==> src/rtl/prog_pkg.sv <==
// Shared definitions for the CPU controller and the burst programmer:
// control-word bit indices, the idle control word, the programmer state enum
// and a helper that asserts exactly one control line.
package prog_pkg;

  localparam int unsigned CTRL_W = 15;

  // Control word bit indices (suffix _N marks an active-low line)
  localparam logic [3:0] SIG_PC_INC          = 4'd14;
  localparam logic [3:0] SIG_PC_OUT          = 4'd13;
  localparam logic [3:0] SIG_PC_JUMP         = 4'd12;
  localparam logic [3:0] SIG_MAR_ADDR_LOAD_N = 4'd11;
  localparam logic [3:0] SIG_MAR_MEM_LOAD_N  = 4'd10;
  localparam logic [3:0] SIG_RAM_EN_N        = 4'd9;
  localparam logic [3:0] SIG_RAM_LOAD_N      = 4'd8;
  localparam logic [3:0] SIG_IR_LOAD_N       = 4'd7;
  localparam logic [3:0] SIG_IR_EN_N         = 4'd6;
  localparam logic [3:0] SIG_A_LOAD_N        = 4'd5;
  localparam logic [3:0] SIG_A_EN            = 4'd4;
  localparam logic [3:0] SIG_ALU_EN          = 4'd3;
  localparam logic [3:0] SIG_ALU_SUB         = 4'd2;
  localparam logic [3:0] SIG_B_LOAD_N        = 4'd1;
  localparam logic [3:0] SIG_OUT_LOAD_N      = 4'd0;

  // Every line at its inactive level
  localparam logic [CTRL_W-1:0] CTRL_IDLE = 15'b000111111100011;

  typedef enum logic [2:0] {
    IDLE,
    WAIT,
    ADDR,
    DATA,
    WRITE,
    READ,
    CHECK
  } prog_state_t;

  // Idle control word with a single line driven to its active level
  function automatic logic [CTRL_W-1:0] ctrl_assert(input logic [3:0] sig);
    logic [CTRL_W-1:0] w;
    w      = CTRL_IDLE;
    w[sig] = ~w[sig];
    return w;
  endfunction

endpackage

==> src/rtl/prog_addr_counter.sv <==
// Write-address and word-count tracker for the burst programmer.
// Loads the base address at session start, advances by one (wrapping modulo
// 2**ADDR_W) after each completed write, and flags full after DEPTH writes.
module prog_addr_counter #(
  parameter int unsigned ADDR_W = 4,
  parameter int unsigned DEPTH  = 16
) (
  input  logic              clk,
  input  logic              resetn,
  input  logic              load,
  input  logic [ADDR_W-1:0] base,
  input  logic              inc,
  output logic [ADDR_W-1:0] addr,
  output logic              full,
  output logic              last
);

  localparam logic [ADDR_W:0] DEPTH_C = (ADDR_W+1)'(DEPTH);
  localparam logic [ADDR_W:0] ONE_C   = (ADDR_W+1)'(1);

  logic [ADDR_W:0] count;

  // The next increment completes the DEPTH-th write of the session
  assign last = ((count + ONE_C) == DEPTH_C);

  // Address, count and full flag
  always_ff @(posedge clk) begin
    if (!resetn) begin
      addr  <= '0;
      count <= '0;
      full  <= 1'b0;
    end else if (load) begin
      addr  <= base;
      count <= '0;
      full  <= 1'b0;
    end else if (inc) begin
      addr  <= addr + ADDR_W'(1);
      count <= count + ONE_C;
      full  <= last;
    end
  end

endmodule

==> src/rtl/burst_programmer.sv <==
// Burst RAM programmer: accepts bytes over valid/ready while prog_en is high
// and sequences MAR/RAM control words to write them to consecutive addresses.
// Optional readback check of every written byte: define PROG_VERIFY_EN.
module burst_programmer
  import prog_pkg::*;
#(
  parameter int unsigned DATA_W = 8,
  parameter int unsigned ADDR_W = 4,
  parameter int unsigned DEPTH  = 16
) (
  input  logic              clk,
  input  logic              resetn,
  input  logic              prog_en,
  input  logic [ADDR_W-1:0] base_addr,
  input  logic [DATA_W-1:0] byte_in,
  input  logic              byte_valid,
  output logic              byte_ready,
  output logic [DATA_W-1:0] bus_out,
  output logic              bus_oe,
  output logic [14:0]       ctrl,
  output logic [ADDR_W-1:0] prog_addr,
  output logic              busy,
  output logic              full,
  output logic              overflow,
  input  logic [DATA_W-1:0] bus_in,
  output logic              verify_err
);

  prog_state_t       state;
  logic              prog_en_d;
  logic [DATA_W-1:0] byte_q;
  logic              cnt_load;
  logic              cnt_inc;
  logic              cnt_last;

  assign cnt_load = (state == IDLE) && prog_en && !prog_en_d;
`ifdef PROG_VERIFY_EN
  assign cnt_inc  = (state == CHECK);
`else
  assign cnt_inc  = (state == WRITE);
`endif

  prog_addr_counter #(
    .ADDR_W (ADDR_W),
    .DEPTH  (DEPTH)
  ) u_counter (
    .clk    (clk),
    .resetn (resetn),
    .load   (cnt_load),
    .base   (base_addr),
    .inc    (cnt_inc),
    .addr   (prog_addr),
    .full   (full),
    .last   (cnt_last)
  );

`ifdef PROG_VERIFY_EN
  logic [DATA_W-1:0] rd_q;
`else
  logic bus_in_unused;
  assign bus_in_unused = ^bus_in;
  assign verify_err    = 1'b0;
`endif

  // Session FSM with registered handshake, bus and control outputs
  always_ff @(posedge clk) begin
    if (!resetn) begin
      state      <= IDLE;
      prog_en_d  <= 1'b0;
      byte_q     <= '0;
      ctrl       <= CTRL_IDLE;
      bus_out    <= '0;
      bus_oe     <= 1'b0;
      byte_ready <= 1'b0;
      busy       <= 1'b0;
      overflow   <= 1'b0;
`ifdef PROG_VERIFY_EN
      rd_q       <= '0;
      verify_err <= 1'b0;
`endif
    end else begin
      prog_en_d <= prog_en;
      case (state)
        IDLE: begin
          ctrl       <= CTRL_IDLE;
          bus_out    <= '0;
          bus_oe     <= 1'b0;
          byte_ready <= 1'b0;
          if (cnt_load) begin
            busy       <= 1'b1;
            overflow   <= 1'b0;
            byte_ready <= 1'b1;
`ifdef PROG_VERIFY_EN
            verify_err <= 1'b0;
`endif
            state      <= WAIT;
          end
        end
        // An offered byte is honoured even if prog_en drops in the same
        // cycle, since byte_ready was already presented to the source.
        WAIT: begin
          if (byte_valid && full) overflow <= 1'b1;
          if (byte_valid && byte_ready) begin
            byte_q     <= byte_in;
            byte_ready <= 1'b0;
            bus_out    <= DATA_W'(prog_addr);
            bus_oe     <= 1'b1;
            ctrl       <= ctrl_assert(SIG_MAR_ADDR_LOAD_N);
            state      <= ADDR;
          end else if (!prog_en) begin
            busy       <= 1'b0;
            byte_ready <= 1'b0;
            state      <= IDLE;
          end else begin
            byte_ready <= !full;
          end
        end
        ADDR: begin
          bus_out <= byte_q;
          bus_oe  <= 1'b1;
          ctrl    <= ctrl_assert(SIG_MAR_MEM_LOAD_N);
          state   <= DATA;
        end
        DATA: begin
          bus_oe <= 1'b0;
          ctrl   <= ctrl_assert(SIG_RAM_LOAD_N);
          state  <= WRITE;
        end
`ifdef PROG_VERIFY_EN
        WRITE: begin
          ctrl  <= ctrl_assert(SIG_RAM_EN_N);
          state <= READ;
        end
        // RAM output stays enabled through CHECK so the bus is never floating
        READ: begin
          rd_q  <= bus_in;
          ctrl  <= ctrl_assert(SIG_RAM_EN_N);
          state <= CHECK;
        end
        CHECK: begin
          if (rd_q != byte_q) verify_err <= 1'b1;
          ctrl       <= CTRL_IDLE;
          byte_ready <= prog_en && !cnt_last;
          state      <= WAIT;
        end
`else
        WRITE: begin
          ctrl       <= CTRL_IDLE;
          byte_ready <= prog_en && !cnt_last;
          state      <= WAIT;
        end
`endif
        default: begin
          ctrl       <= CTRL_IDLE;
          bus_oe     <= 1'b0;
          byte_ready <= 1'b0;
          busy       <= 1'b0;
          state      <= IDLE;
        end
      endcase
    end
  end

endmodule

==> config.mk <==
export PLATFORM = sky130hd
export DESIGN_NAME = burst_programmer
export DESIGN_NICKNAME = d
export VERILOG_FILES = /design/src/rtl/prog_pkg.sv /design/src/rtl/prog_addr_counter.sv /design/src/rtl/burst_programmer.sv
export SDC_FILE = /design/constraint.sdc
export NUM_CORES = 1
export LEC_CHECK = 0
export BUFFER_PORTS_ARGS = -buffer_cell sky130_fd_sc_hd__buf_2
export CAP_MARGIN = 15
export CORE_MARGIN = 2
export CORE_UTILIZATION = 49
export CTS_CLUSTER_SIZE = 8
export DETAILED_ROUTE_END_ITERATION = 10
export HOLD_SLACK_MARGIN = 0.15
export PLACE_DENSITY = 0.84
export SLEW_MARGIN = 20
export SYNTH_ARGS = -nofsm -noshare
export SYNTH_HDL_FRONTEND = slang
export SYNTH_SLANG_ARGS = --single-unit
export TNS_END_PERCENT = 50
==> constraint.sdc <==
create_clock -name clk -period 2 [get_ports clk]
set_input_delay 0.1 -clock clk [delete_from_list [all_inputs] [get_ports clk]]
set_output_delay 0.1 -clock clk [all_outputs]
set_load 0.005 [all_outputs]
==> impl_metrics.csv, run 1 <==
group,metric,value,unit
outcome,outcome,"completed",
synth,yosys_register_bits,37,
final_layout,multi_input_comb_area,823.3,um2
final_layout,diodes,0,
placement,port_buffers,35,
final_layout,area_delta_synth_final,23.09,%
synth,synth-main-ff-cell,"dfxtp_1",
clock_network,cts.reportedPaths.clkPinSlew,110,ps
clock_network,ctsLongestPathBuffers,2,
power,internal-power,0.001082,W
timing,slew_viol_final,0,
synth,syn-cell-area,1674,um2
clock_network,cts_sinks,37,
timing,skew,9.711,ps
critical_path,slowest_stage,"dfxtp_1",
worst_hold_path,hold_path.class,"reg2reg",
routing,drcViolationCount,0,
final_layout,fillers,297,
clock_network,cts_tree,"built",
die,core,3311,um2
synth,synth_largest_area_cell,"dfxtp_1",
synth,synth_top_area_share,44.25,%
final_layout,regArea,740.7,um2
clock_network,cts-buffers-inserted,5,
synth,synth_edf_count,0,
timing,fmax,585.5,MHz
synth,synth_cells,187,
timing,setup_viol,0,
routing,vias,1479,
global_routing,grt.overflow.total,0,
global_routing,gr-usage-all-layers,21.09,%
final_layout,final_cell_mix,"dfxtp_1 (37), buf_2 (35), nor2_1 (23)",
synth,async_reset_ff_share,0,%
power,power_density,691.3,nW/um2
placement,place_congestion,0.7903,
flow_run,drv_cap,0,
critical_path,arrival,1950,ps
power,total_power,0.001425,W
clock_network,insertion_delay,350,ps
die,die_h,62.45,um
critical_path,cpLargestDelayFamily,"flip-flops",
synth,netlist-cell-type-count,41,
final_layout,final_layout_size_suffix_gt1_share,21.10,%
critical_path,cpPeakStageDelay,640,ps
clock_network,postCtsSetupRepairBufs,0,
power,power_frac_clock,35.0,%
final_layout,final_common_cell,"dfxtp_1",
global_routing,grt_pass1_wl,6465,um
routing,vias_per_cell,5.226,
die,pin_count,57,
power,p_switching,0.0003430,W
global_routing,grt_pass1_vias,1416,
power,power_frac_comb,10.9,%
timing,period_needed,1708,ps
critical_path,cp.required,2240,ps
timing,relSlewSlack,63.73,%
timing,fin_crit_sh,85.39,%
routing,routedWlPerCell,13.05,um
synth,synth_warnings,0,
clock_network,cts_root_buf,"clkbuf_4",
die,dieArea,3900,um2
synth,synth_area_per_cell,8.952,um2
timing,rsz0062_at_grt,"no",
critical_path,critPathBufInv,1,
routing,firstDrtPassIters,4,
global_routing,grt_start_max_net_pins,18,
power,p_leak,0.8628,nW
global_routing,antenna_found_initial,0,
synth,synth_area_leaders,"dfxtp_1 (44%), buf_4 (5.8%), nor2_1 (5.2%)",
clock_network,h-tree-depth,2,
final_layout,num-nets-final,263,
critical_path,endpoint_kind,"flip-flop",
placement,dpl.hpwl,2469,um
critical_path,crit_chain,"nor3b_1 > buf_4 > nand4_1 > xor2_1 > nor2_1",
routing,drt-total-wl,3692,um
routing,drt-initial-drc-count,31,
routing,drtAntennaViolNets,0,
synth,ys_seq_area_share,44.25,%
timing,fin_setup_tns,0,ps
power,switching_share,24.07,%
die,fp.dieW,62.45,um
critical_path,path_max_fanout,14,
critical_path,worst_setup_path_start_kind,"flip-flop",
critical_path,path_class,"reg2reg",
power,seq_power_share,54.1,%
timing,tightest_slew,542.2,ps
clock_network,ctsResizeCount,0,
die,num_rows,21,
power,peakVddDrop,0.4617,mV
die,start_util,50.57,%
timing,hold_viol,0,
kinds of logic (layout without fill, tap and decap cells):
logic type	Yosys count	in the layout	share of synthesized area (%)
other	2	13	0.4486
muxes	9	9	5.456
xor gates and xnor gates	7	7	3.662
buffers and inverters	24	63	9.043
adders and majority gates	2	2	1.495
DFF	37	37	44.25
and+or+nand+nor	67	67	20.18
AOI/OAI and AO/OA	39	39	15.47
flip-flops by register name (all words and copies together) (netlist names), 3 cells and up:
| name | cells |
|---|---|
| byte_q | 8 |
| u_counter.count | 5 |
| state | 3 |
| u_counter.addr | 4 |
| bus_out | 8 |
| ctrl | 3 |
cell usage after synthesis, types with 3 or more instances:
cell / instances
dfxtp_1: 37
nor2_1: 23
buf_4: 13
nand2_1: 13
a21oi_1: 11
a22oi_1: 9
mux2i_1: 8
nand3_1: 6
clkbuf_1: 5
xor2_1: 5
buf_2: 4
nor2b_1: 4
o21ai_0: 4
o31ai_1: 4
and2_1: 3
nor3_1: 3
o211ai_1: 3
power groups by stage:
| stage | registers [W] | logic [W] | clock network, W |
|---|---|---|---|
| after global placement | 0.000787 | 0.000129 | 0 |
| after detailed placement | 0.000787 | 0.000131 | 0 |
| after global routing | 0.000774 | 0.000172 | 0.000542 |
| after CTS | 0.000771 | 0.000154 | 0.000501 |
| after floorplan | 0.000785 | 0.000102 | 0 |
| final | 0.000771 | 0.000155 | 0.000498 |
worst paths after layout:
path	start	end	slack [ps]	cells past startpoint
min reg2reg	bus_out[2]	bus_out[2]	480	2
max reg2reg	state[2]	u_counter.count[4]	290	5
min	bus_out[2]	bus_out[2]	480	2
max	state[2]	u_counter.count[4]	290	5
repair_timing:
| item | CTS | global route |
|---|---|---|
| setup endpoints to repair | 0 | 0 |
| hold buffers | 15 | 0 |
| endpoints found under the hold margin | 18 | 0 |
per-stage QoR:
step / area, um2 / hold slack [ps] / utilization, % / instances / worst slack, ps
final: 2061 / 478.7 / 62.24 / 283 / 292.2
after global placement: 1838 / 332.5 / 55.52 / 261 / 403.5
after floorplan: 1715 / 247.2 / - / 198 / 502.1
after global routing: 2061 / 498.8 / 62.24 / 283 / 136.0
after detailed placement: 1838 / 345.0 / 55.52 / 261 / 314.2
after CTS: 2061 / 477.7 / 62.24 / 283 / 292.4
layout make-up:
| class | count | area share [%] |
|---|---|---|
| inverters | 1 | 0.1821 |
| multi-input cells | 137 | 39.95 |
| repair buffers | 55 | 17.61 |
| clock buffers | 5 | 1.821 |
| flip-flops and latches | 37 | 35.94 |
| clock inverters | 2 | 1.700 |
| well taps | 46 | 2.793 |
layer usage:
layer  wire length, um  track usage, %  vias to the layer above
met5                 0               0                        -
met4                96           11.11                        0
met3               228           5.946                        8
met2              1833           34.68                       57
met1              1532           25.00                      685
li1                  -               -                      729
worst register-to-register path, stage by stage (launching register included):
cell,delay (ps)
dfxtp_1,640
nor3b_1,320
buf_4,230
nand4_1,150
xor2_1,200
nor2_1,50
No activity file was read; power rests on OpenSTA's default activity.
==> inputs of run 2 (changes only) <==
Settings changed: BUFFER_PORTS_ARGS -buffer_cell sky130_fd_sc_hd__buf_2 to -buffer_cell sky130_fd_sc_hd__buf_4, GPL_ROUTABILITY_DRIVEN from default to 1.
==> impl_metrics.csv, run 2 (synthesis gave the netlist of run 1 again) <==
group,metric,value,unit
global_routing,grt.overflow.total,0,
final_layout,fillers,267,
critical_path,arrival,1900,ps
timing,setup_viol,0,
die,die_h,62.45,um
power,peakVddDrop,0.7374,mV
placement,place_congestion,0.7661,
clock_network,cts-buffers-inserted,5,
placement,dpl.hpwl,2376,um
timing,relSlewSlack,63.20,%
routing,drt-total-wl,3688,um
routing,routedWlPerCell,12.94,um
timing,fmax,602.2,MHz
clock_network,h-tree-depth,2,
critical_path,path_class,"reg2reg",
clock_network,ctsResizeCount,0,
die,dieArea,3900,um2
timing,hold_viol,0,
clock_network,cts_root_buf,"clkbuf_4",
global_routing,antenna_found_initial,0,
global_routing,grt_pass1_wl,6555,um
global_routing,gr-usage-all-layers,21.40,%
routing,firstDrtPassIters,5,
timing,period_needed,1661,ps
power,power_density,688.6,nW/um2
timing,fin_setup_tns,0,ps
timing,slew_viol_final,0,
final_layout,fin_area,2175,um2
routing,drtAntennaViolNets,0,
timing,tightest_slew,550.2,ps
global_routing,grt_pass1_vias,1403,
placement,dp_worst_setup_slack,375.1,ps
worst_hold_path,hold_path.class,"reg2reg",
routing,vias_per_cell,5.175,
clock_network,ctsLongestPathBuffers,2,
die,fp.dieW,62.45,um
critical_path,path_max_fanout,14,
clock_network,cts_sinks,37,
clock_network,postCtsSetupRepairBufs,0,
timing,fin_crit_sh,83.03,%
placement,port_buffers,35,
final_layout,fin_cells,285,
timing,skew,16.97,ps
final_layout,num-nets-final,264,
final_layout,final_layout_size_suffix_gt1_share,21.34,%
final_layout,final_cell_mix,"buf_4 (40), dfxtp_1 (37), nor2_1 (23)",
die,start_util,50.57,%
clock_network,ctsHoldBuffers,16,
final_layout,diodes,0,
final_layout,area_delta_synth_final,29.90,%
power,p_leak,0.8903,nW
critical_path,reg2reg_slack,340,ps
die,num_rows,21,
placement,dpl_cell_area,1926,um2
timing,setup_ws,339.4,ps
clock_network,cts.reportedPaths.clkPinSlew,120,ps
timing,rsz0062_at_grt,"no",
final_layout,final_common_cell,"buf_4",
clock_network,insertion_delay,350,ps
outcome,outcome,"completed",
die,pin_count,57,
routing,vias,1475,
global_routing,grt_start_max_net_pins,16,
critical_path,endpoint_kind,"flip-flop",
routing,drcViolationCount,0,
final_layout,biggestRegsByFlops,"bus_out x8, byte_q x8, u_counter.count x5",
die,core,3311,um2
critical_path,cp.required,2240,ps
placement,placed_cells,261,
critical_path,worst_setup_path_start_kind,"flip-flop",
routing,drt-initial-drc-count,52,
flow_run,drv_cap,0,
clock_network,cts_tree,"built",
run 2: cell types whose count changed in the layout (fill, tap and decap cells not counted):
cell / delta
clkinv_2: -1
clkbuf_8: +1
buf_2: -35
dlygate4sd3_1: +1
clkinvlp_4: +1
buf_4: +35
run 2: final cells by class:
class	instances	area, um2	share of cell area [%]
clock buffer	6	51.30	2.359
clock inverter	2	37.54	1.726
inverter	1	3.754	0.1726
multi-input combinational	137	823.3	37.86
sequential	37	740.7	34.06
tap	46	57.56	2.647
timing repair buffer	56	460.4	21.17
run 2: routing by layer:
| layer | global-route usage (%) | vias up | wire length, um |
|---|---|---|---|
| met5 | 0 | - | 0 |
| met4 | 12.50 | 0 | 113 |
| met3 | 4.685 | 11 | 203 |
| met2 | 33.47 | 53 | 1738 |
| met1 | 27.22 | 679 | 1633 |
| li1 | - | 732 | - |
run 2: power breakdown:
part           total (W)  internal (W)  switching, W
Clock           0.000552      0.000297      0.000255
Combinational   0.000174     0.0000887     0.0000852
Sequential      0.000772      0.000754     0.0000172
run 2: final timing paths:
| check | from | end | cells past startpoint |
|---|---|---|---|
| hold reg to reg | ctrl[11] | ctrl[11] | 2 |
| setup / recovery | state[2] | u_counter.addr[3] | 3 |
| hold / removal | ctrl[11] | ctrl[11] | 2 |
| setup reg to reg | state[2] | u_counter.addr[3] | 3 |
run 2: per-stage QoR:
stage               power (W)  utilization (%)  hold WS [ps]
floorplan           0.0008875                -         247.2
global placement    0.0009310            58.16         332.5
detailed placement  0.0009341            58.16         342.7
CTS                  0.001500            65.68         489.3
global route         0.001554            65.68         512.4
finish               0.001497            65.68         486.6
run 2: critical path, stage by stage, from the launching register on:
cell,delay (ps)
dfxtp_1,640
nor3b_1,320
mux2_2,370
o221a_1,210
